## src/rtl/op_exec_pkg.sv

```systemverilog
// Shared types and constants for the op_executor execute stage.
//   state_t : top-level FSM states
//   op_t    : operation resolved from the decode-stage select lines
//   SEL_*   : bit positions of each operation in the 4-bit select word
//   resolve_op() : fixed-priority select decode (ADD > MUL > SUB > AND, zero -> ERR)
package op_exec_pkg;

    typedef enum logic [1:0] {
        IDLE = 2'd0,
        EXEC = 2'd1,
        MUL  = 2'd2,
        FIN  = 2'd3
    } state_t;

    typedef enum logic [2:0] {
        OP_ADD = 3'd0,
        OP_SUB = 3'd1,
        OP_AND = 3'd2,
        OP_MUL = 3'd3,
        OP_ERR = 3'd4
    } op_t;

    localparam int SEL_ADD = 3;
    localparam int SEL_AND = 2;
    localparam int SEL_SUB = 1;
    localparam int SEL_MUL = 0;

    // The decode stage may drive several lines at once; the highest
    // priority line wins.
    function automatic op_t resolve_op(input logic [3:0] s);
        op_t r;
        if (s[SEL_ADD])      r = OP_ADD;
        else if (s[SEL_MUL]) r = OP_MUL;
        else if (s[SEL_SUB]) r = OP_SUB;
        else if (s[SEL_AND]) r = OP_AND;
        else                 r = OP_ERR;
        return r;
    endfunction

endpackage

```

## src/rtl/op_executor_shift_add_mul.sv

```systemverilog
// Iterative shift-add multiplier, one partial product per step.
// Ports:
//   clk, rst  : clock, asynchronous active-high reset
//   load      : capture a (multiplicand) and b (multiplier), clear state
//   step      : perform one iteration
//   a, b      : W-bit unsigned operands
//   product   : 2*W-bit accumulator
//   last      : the next step is the W-th (final) iteration
//   done      : set once all W iterations have been applied, cleared by load
module shift_add_mul
    import op_exec_pkg::*;
#(
    parameter int W = 4
) (
    input  logic           clk,
    input  logic           rst,
    input  logic           load,
    input  logic           step,
    input  logic [W-1:0]   a,
    input  logic [W-1:0]   b,
    output logic [2*W-1:0] product,
    output logic           last,
    output logic           done
);

    localparam int CW = $clog2(W + 1);

    logic [2*W-1:0] mcand;
    logic [W-1:0]   mplier;
    logic [CW-1:0]  cnt;

    assign last = (cnt == CW'(W - 1)) && !done;

    always_ff @(posedge clk or posedge rst) begin
        if (rst) begin
            product <= '0;
            mcand   <= '0;
            mplier  <= '0;
            cnt     <= '0;
            done    <= 1'b0;
        end else if (load) begin
            product <= '0;
            mcand   <= {{W{1'b0}}, a};
            mplier  <= b;
            cnt     <= '0;
            done    <= 1'b0;
        end else if (step && !done) begin
            if (mplier[0]) begin
                product <= product + mcand;
            end
            mcand  <= mcand << 1;
            mplier <= mplier >> 1;
            cnt    <= cnt + CW'(1);
            if (last) begin
                done <= 1'b1;
            end
        end
    end

endmodule

```

## src/rtl/op_executor.sv

```systemverilog
// Sequential execute stage between op-decode and the result register.
// Optional feature: define OP_EXECUTOR_OVF_EN to add the ovf output.
// Ports:
//   clk, rst  : clock, asynchronous active-high reset
//   start     : request, sampled only in IDLE
//   sel       : 4-bit op-select lines (multi-hot, fixed priority)
//   a, b      : W-bit unsigned operands
//   busy      : high from capture until done
//   done      : one-cycle pulse, result valid
//   err       : one-cycle flag with done when sel was all-zero
//   result    : 2*W-bit registered result, held until the next write
//   ovf       : (OP_EXECUTOR_OVF_EN only) ADD carry / SUB borrow, valid with done
//
// state | meaning
// IDLE  | waiting for start; operands and op captured on start
// EXEC  | single-cycle ADD/SUB/AND/ERR, writes result and pulses done
// MUL   | shift-add multiplier iterating, one bit per cycle
// FIN   | multiplier finished, writes product and pulses done
module op_executor
    import op_exec_pkg::*;
#(
    parameter int W = 4
) (
    input  logic           clk,
    input  logic           rst,
    input  logic           start,
    input  logic [3:0]     sel,
    input  logic [W-1:0]   a,
    input  logic [W-1:0]   b,
    output logic           busy,
    output logic           done,
    output logic           err,
    output logic [2*W-1:0] result
`ifdef OP_EXECUTOR_OVF_EN
    ,
    output logic           ovf
`endif
);

    state_t         state;
    op_t            op_q;
    op_t            cap_op;
    logic [W-1:0]   a_q;
    logic [W-1:0]   b_q;
    logic [2*W-1:0] add_full;
    logic [W-1:0]   sub_w;
    logic           mul_load;
    logic           mul_step;
    logic [2*W-1:0] mul_product;
    logic           mul_last;
    logic           mul_done;

    assign cap_op   = resolve_op(sel);
    assign add_full = {{W{1'b0}}, a_q} + {{W{1'b0}}, b_q};
    assign sub_w    = a_q - b_q;

    // The multiplier takes operands straight from the inputs on the capture
    // edge so its first iteration lines up with the first MUL cycle.
    assign mul_load = (state == IDLE) && start;
    assign mul_step = (state == MUL) && !mul_done;

    shift_add_mul #(.W(W)) u_mul (
        .clk     (clk),
        .rst     (rst),
        .load    (mul_load),
        .step    (mul_step),
        .a       (a),
        .b       (b),
        .product (mul_product),
        .last    (mul_last),
        .done    (mul_done)
    );

    always_ff @(posedge clk or posedge rst) begin
        if (rst) begin
            state  <= IDLE;
            op_q   <= OP_ERR;
            a_q    <= '0;
            b_q    <= '0;
            busy   <= 1'b0;
            done   <= 1'b0;
            err    <= 1'b0;
            result <= '0;
`ifdef OP_EXECUTOR_OVF_EN
            ovf    <= 1'b0;
`endif
        end else begin
            done <= 1'b0;
            err  <= 1'b0;
`ifdef OP_EXECUTOR_OVF_EN
            ovf  <= 1'b0;
`endif
            case (state)
                IDLE: begin
                    if (start) begin
                        a_q   <= a;
                        b_q   <= b;
                        op_q  <= cap_op;
                        busy  <= 1'b1;
                        state <= (cap_op == OP_MUL) ? MUL : EXEC;
                    end
                end
                EXEC: begin
                    case (op_q)
                        OP_ADD: begin
                            result <= add_full;
`ifdef OP_EXECUTOR_OVF_EN
                            ovf    <= add_full[W];
`endif
                        end
                        OP_SUB: begin
                            result <= {{W{1'b0}}, sub_w};
`ifdef OP_EXECUTOR_OVF_EN
                            ovf    <= (a_q < b_q);
`endif
                        end
                        OP_AND: begin
                            result <= {{W{1'b0}}, a_q & b_q};
                        end
                        default: begin
                            result <= '0;
                            err    <= 1'b1;
                        end
                    endcase
                    done  <= 1'b1;
                    busy  <= 1'b0;
                    state <= IDLE;
                end
                MUL: begin
                    if (mul_last) begin
                        state <= FIN;
                    end
                end
                FIN: begin
                    result <= mul_product;
                    done   <= 1'b1;
                    busy   <= 1'b0;
                    state  <= IDLE;
                end
                default: begin
                    busy  <= 1'b0;
                    state <= IDLE;
                end
            endcase
        end
    end

endmodule
```

## config.mk

```make
export PLATFORM = sky130hd
export DESIGN_NAME = op_executor
export DESIGN_NICKNAME = d
export VERILOG_FILES = /design/src/rtl/op_exec_pkg.sv /design/src/rtl/op_executor_shift_add_mul.sv /design/src/rtl/op_executor.sv
export SDC_FILE = /design/constraint.sdc
export NUM_CORES = 1
export LEC_CHECK = 0
export CORE_ASPECT_RATIO = 0.6
export CORE_MARGIN = 5
export CORE_UTILIZATION = 44
export CTS_CLUSTER_DIAMETER = 150
export CTS_CLUSTER_SIZE = 16
export DETAILED_ROUTE_END_ITERATION = 10
export SLEW_MARGIN = 20
export SYNTH_ARGS = -nofsm -noshare
export SYNTH_HDL_FRONTEND = slang
export SYNTH_SLANG_ARGS = --single-unit
```

## constraint.sdc

```tcl
create_clock -name clk -period 2.3 [get_ports clk]
set_input_delay 0.575 -clock clk [delete_from_list [all_inputs] [get_ports clk]]
set_output_delay 0.575 -clock clk [all_outputs]
set_load 0.005 [all_outputs]
```

==> impl_metrics.py <==
metrics = {
    "status": {
        "status": "completed",
    },
    "yosys": {
        "syn_avg_cell_area_sq_um": 9.54,
        "synth_nets": 302,
        "yosysMostFrequentCell": "dfrtp_1",
        "yosys.cell_types.count": 45,
        "syn_area_sq_um": 2560,
        "yosysTopAreaCell": "dfrtp_1",
        "synth_common_cells": "dfrtp_1, nand2_1, o21ai_0, inv_1, ha_1",
        "yosysWarnings": 0,
        "synth_ff_type": "dfrtp_1",
        "ys_ff_latch": 48,
        "synth_edf_count": 0,
        "ys_seq_area_share_pct": 47.0,
        "synth_top_area_share_pct": 46.0,
        "synth_cells": 268,
        "synth_area_leaders": "dfrtp_1, ha_1, o21ai_0, nand2_1, inv_1",
        "async_reset_ff_share_pct": 100,
    },
    "global_route": {
        "grt_util_all_layers_pct": 16.9,
        "grt_pass1_vias": 1843,
        "grt_remaining_overflow": 0,
        "antenna_found_initial": 0,
        "grt_max_degree": 36,
        "grt_pass1_wl_um": 9870,
    },
    "worst_setup_path": {
        "crit_path_end": "u_mul.product[6]$_DFFE_PP0P_",
        "slowest_stage": "or4_1",
        "crit_path_cell_trace": "ha_1 > inv_1 > fa_1 > nor2b_1 > o21ai_0 > a21boi_0 > or4_1 > nand3_1",
        "reg2reg_slack_ns": 0.27,
        "critPathMaxStageDelay_ns": 0.50,
        "critPathRequiredTime_ns": 2.54,
        "rr_worst_depth": 8,
        "r2r-start": "u_mul.product[0]$_DFFE_PP0P_",
        "worstSetupStartpointType": "register",
        "cp_max_fo": 3,
        "arrival_ns": 2.27,
        "startpoint": "u_mul.product[0]$_DFFE_PP0P_",
        "crit_type": "reg2reg",
        "end_kind": "register",
        "reg2reg_to": "u_mul.product[6]$_DFFE_PP0P_",
    },
    "worst_hold_path": {
        "hold_path_startpoint": "op_q[2]$_DFFE_PP1P_",
        "hp-class": "reg2reg",
    },
    "cells_and_area": {
        "stdcell_count": 375,
        "drive_gt1_share_pct": 6.44,
        "n_antenna_cell": 0,
        "fill_cells": 523,
        "multiInputGateArea_sq_um": 1220,
        "area_growth_pct": 17.4,
        "seqCellArea_sq_um": 1200,
        "nNetsFinal": 328,
    },
    "clock_network": {
        "cts-root-buf": "clkbuf_8",
        "h-tree-depth": 2,
        "cts_sinks": 48,
        "numCtsBuffers": 5,
        "holdBufCountCts": 0,
        "worstSkewPairLatency_ns": 0.30,
        "cts_buffer_depth": 2,
        "postCtsSetupBuffers": 0,
        "ctsResizeCount": 0,
        "cts_tree": "yes",
        "clk_pin_slew_ns": 0.08,
    },
    "power_and_ir_drop": {
        "peakVddDrop_uv": 472,
        "p_leak_nw": 1.38,
        "power_density_nw_per_um2": 1210,
    },
    "timing": {
        "slew_headroom_pct": 68.7,
        "tns_ns": 0,
        "drv_slew": 0,
        "final.min_clock_period_ns": 2.03,
        "grt_setup_unrepaired": "no",
        "period_share_pct": 88.3,
        "fin_skew_ns": 0.00401,
        "setup_viol": 0,
        "tightest_slew_ns": 0.457,
        "fmax_mhz": 492,
        "hold_viol_final": 0,
    },
    "detailed_routing": {
        "route.detailed.drc": 0,
        "drt_iter0_drc": 110,
        "wl_met3_um": 296,
        "top_layer_used": "met4",
        "first_pass_iters": 4,
        "wl_met1_um": 3400,
        "wl_um": 5820,
        "num_vias": 1939,
        "routedWlPerCell_um": 15.5,
        "drtAntennaViolNets": 0,
        "dr_wl_met2_um": 2080,
        "post_drt_via_cell_ratio": 5.17,
    },
    "run": {
        "drv_cap": 0,
    },
    "floorplanning": {
        "die_h_um": 69.1,
        "rows": 21,
        "io-pin-count": 26,
        "coreArea_sq_um": 5600,
        "die_x_um": 108,
        "start_util_pct": 45.7,
        "die_area_sq_um": 7490,
    },
    "place": {
        "place_hpwl_um": 4470,
        "portBuffers": 25,
        "gp_congestion": 0.774,
        "dp_cells": 367,
    },
}
-- per-layer routing --
| layer | global-route usage (%) | vias to the layer above |
|---|---|---|
| li1 | - | 981 |
| met5 | 0 | - |
| met3 | 4.20 | 7 |
| met4 | 4.20 | 0 |
| met1 | 29.0 | 902 |
| met2 | 20.0 | 49 |
-- layout by cell type, fill, tap and decap left out, drive strengths merged, types with 2 or more instances in the layout --
cell type,netlist,layout
a21boi,2,2
a21o,3,3
a21oi,13,13
a22o,6,6
a31oi,4,4
and3,3,3
buf,4,7
clkbuf,9,8
clkdlybuf4s50,0,25
dfrtp,47,47
fa,3,3
ha,16,16
inv,20,20
mux2i,7,7
nand2,36,36
nand2b,3,3
nand3,14,14
nor2,13,13
nor2b,6,6
nor3,3,3
nor3b,3,3
nor4,2,2
o21ai,30,30
o31ai,2,2
xnor2,2,2
xor2,2,2
-- critical path, delay by kind of cell, from the launching register on --
family | cells | cell delay, ns
DFF | 1 | 0.41
buffers and inverters | 1 | 0.07
AOI/OAI and AO/OA | 2 | 0.39
adders and majority gates | 2 | 0.44
and+or+nand+nor | 3 | 0.65
-- power by group --
group | internal (mW) | switching (mW)
combinational | 0.764 | 0.867
clock | 0.246 | 0.271
sequential | 1.16 | 0.312
-- cell type report --
type | count | share of cell area (%)
clock buffer | 8 | 3.00
inverter | 20 | 2.50
multi-input combinational | 187 | 40.6
sequential | 48 | 40.1
tap | 80 | 3.33
timing repair buffer | 32 | 10.5
-- how the worst min path moves through the flow --
stage / endpoint / slack (ns) / depth (start not counted)
finish: op_q[2]$_DFFE_PP1P_ / 0.50 / 2
floorplan: u_mul.mplier[3]$_DFFE_PP0P_ / 0.45 / 2
detailed placement: u_mul.cnt[2]$_DFFE_PP0P_ / 0.48 / 2
global route: busy$_DFFE_PP0P_ / 0.52 / 1
global placement: b_q[3]$_DFFE_PP0P_ / 0.47 / 2
CTS: op_q[2]$_DFFE_PP1P_ / 0.50 / 2
-- metrics by stage --
| step | setup WS, ns | area [sq um] | hold slack [ns] | utilization, % | total power, mW |
|---|---|---|---|---|---|
| after floorplan | 0.516 | 2560 | 0.446 | - | 2.57 |
| after global placement | 0.255 | 2910 | 0.467 | 52.0 | 3.11 |
| after detailed placement | 0.259 | 2910 | 0.480 | 52.0 | 3.12 |
| after CTS | 0.289 | 3000 | 0.497 | 53.6 | 3.64 |
| after global routing | 0.153 | 3000 | 0.518 | 53.6 | 3.96 |
| final | 0.268 | 3000 | 0.497 | 53.6 | 3.62 |
-- cells by family (layout without fill, tap and decap cells) --
kind of cell | count (synthesis) | after routing | share of synthesized area, %
buffers and inverters | 33 | 60 | 5.33
xor gates and xnor gates | 4 | 4 | 1.37
muxes | 7 | 7 | 2.74
DFF | 48 | 48 | 47.0
AOI/OAI and AO/OA | 67 | 67 | 15.9
adders and majority gates | 19 | 19 | 10.2
and+or+nand+nor | 90 | 90 | 17.5
-- state kept, by name, summed over array words and instances (netlist names) --
name           count
u_mul.mcand        8
done               1
b_q                4
u_mul.product      8
a_q                4
u_mul.cnt          3
u_mul.mplier       4
err                1
busy               1
state              2
u_mul.done         1
op_q               3
result             8
No activity file was read; power rests on OpenSTA's default activity.
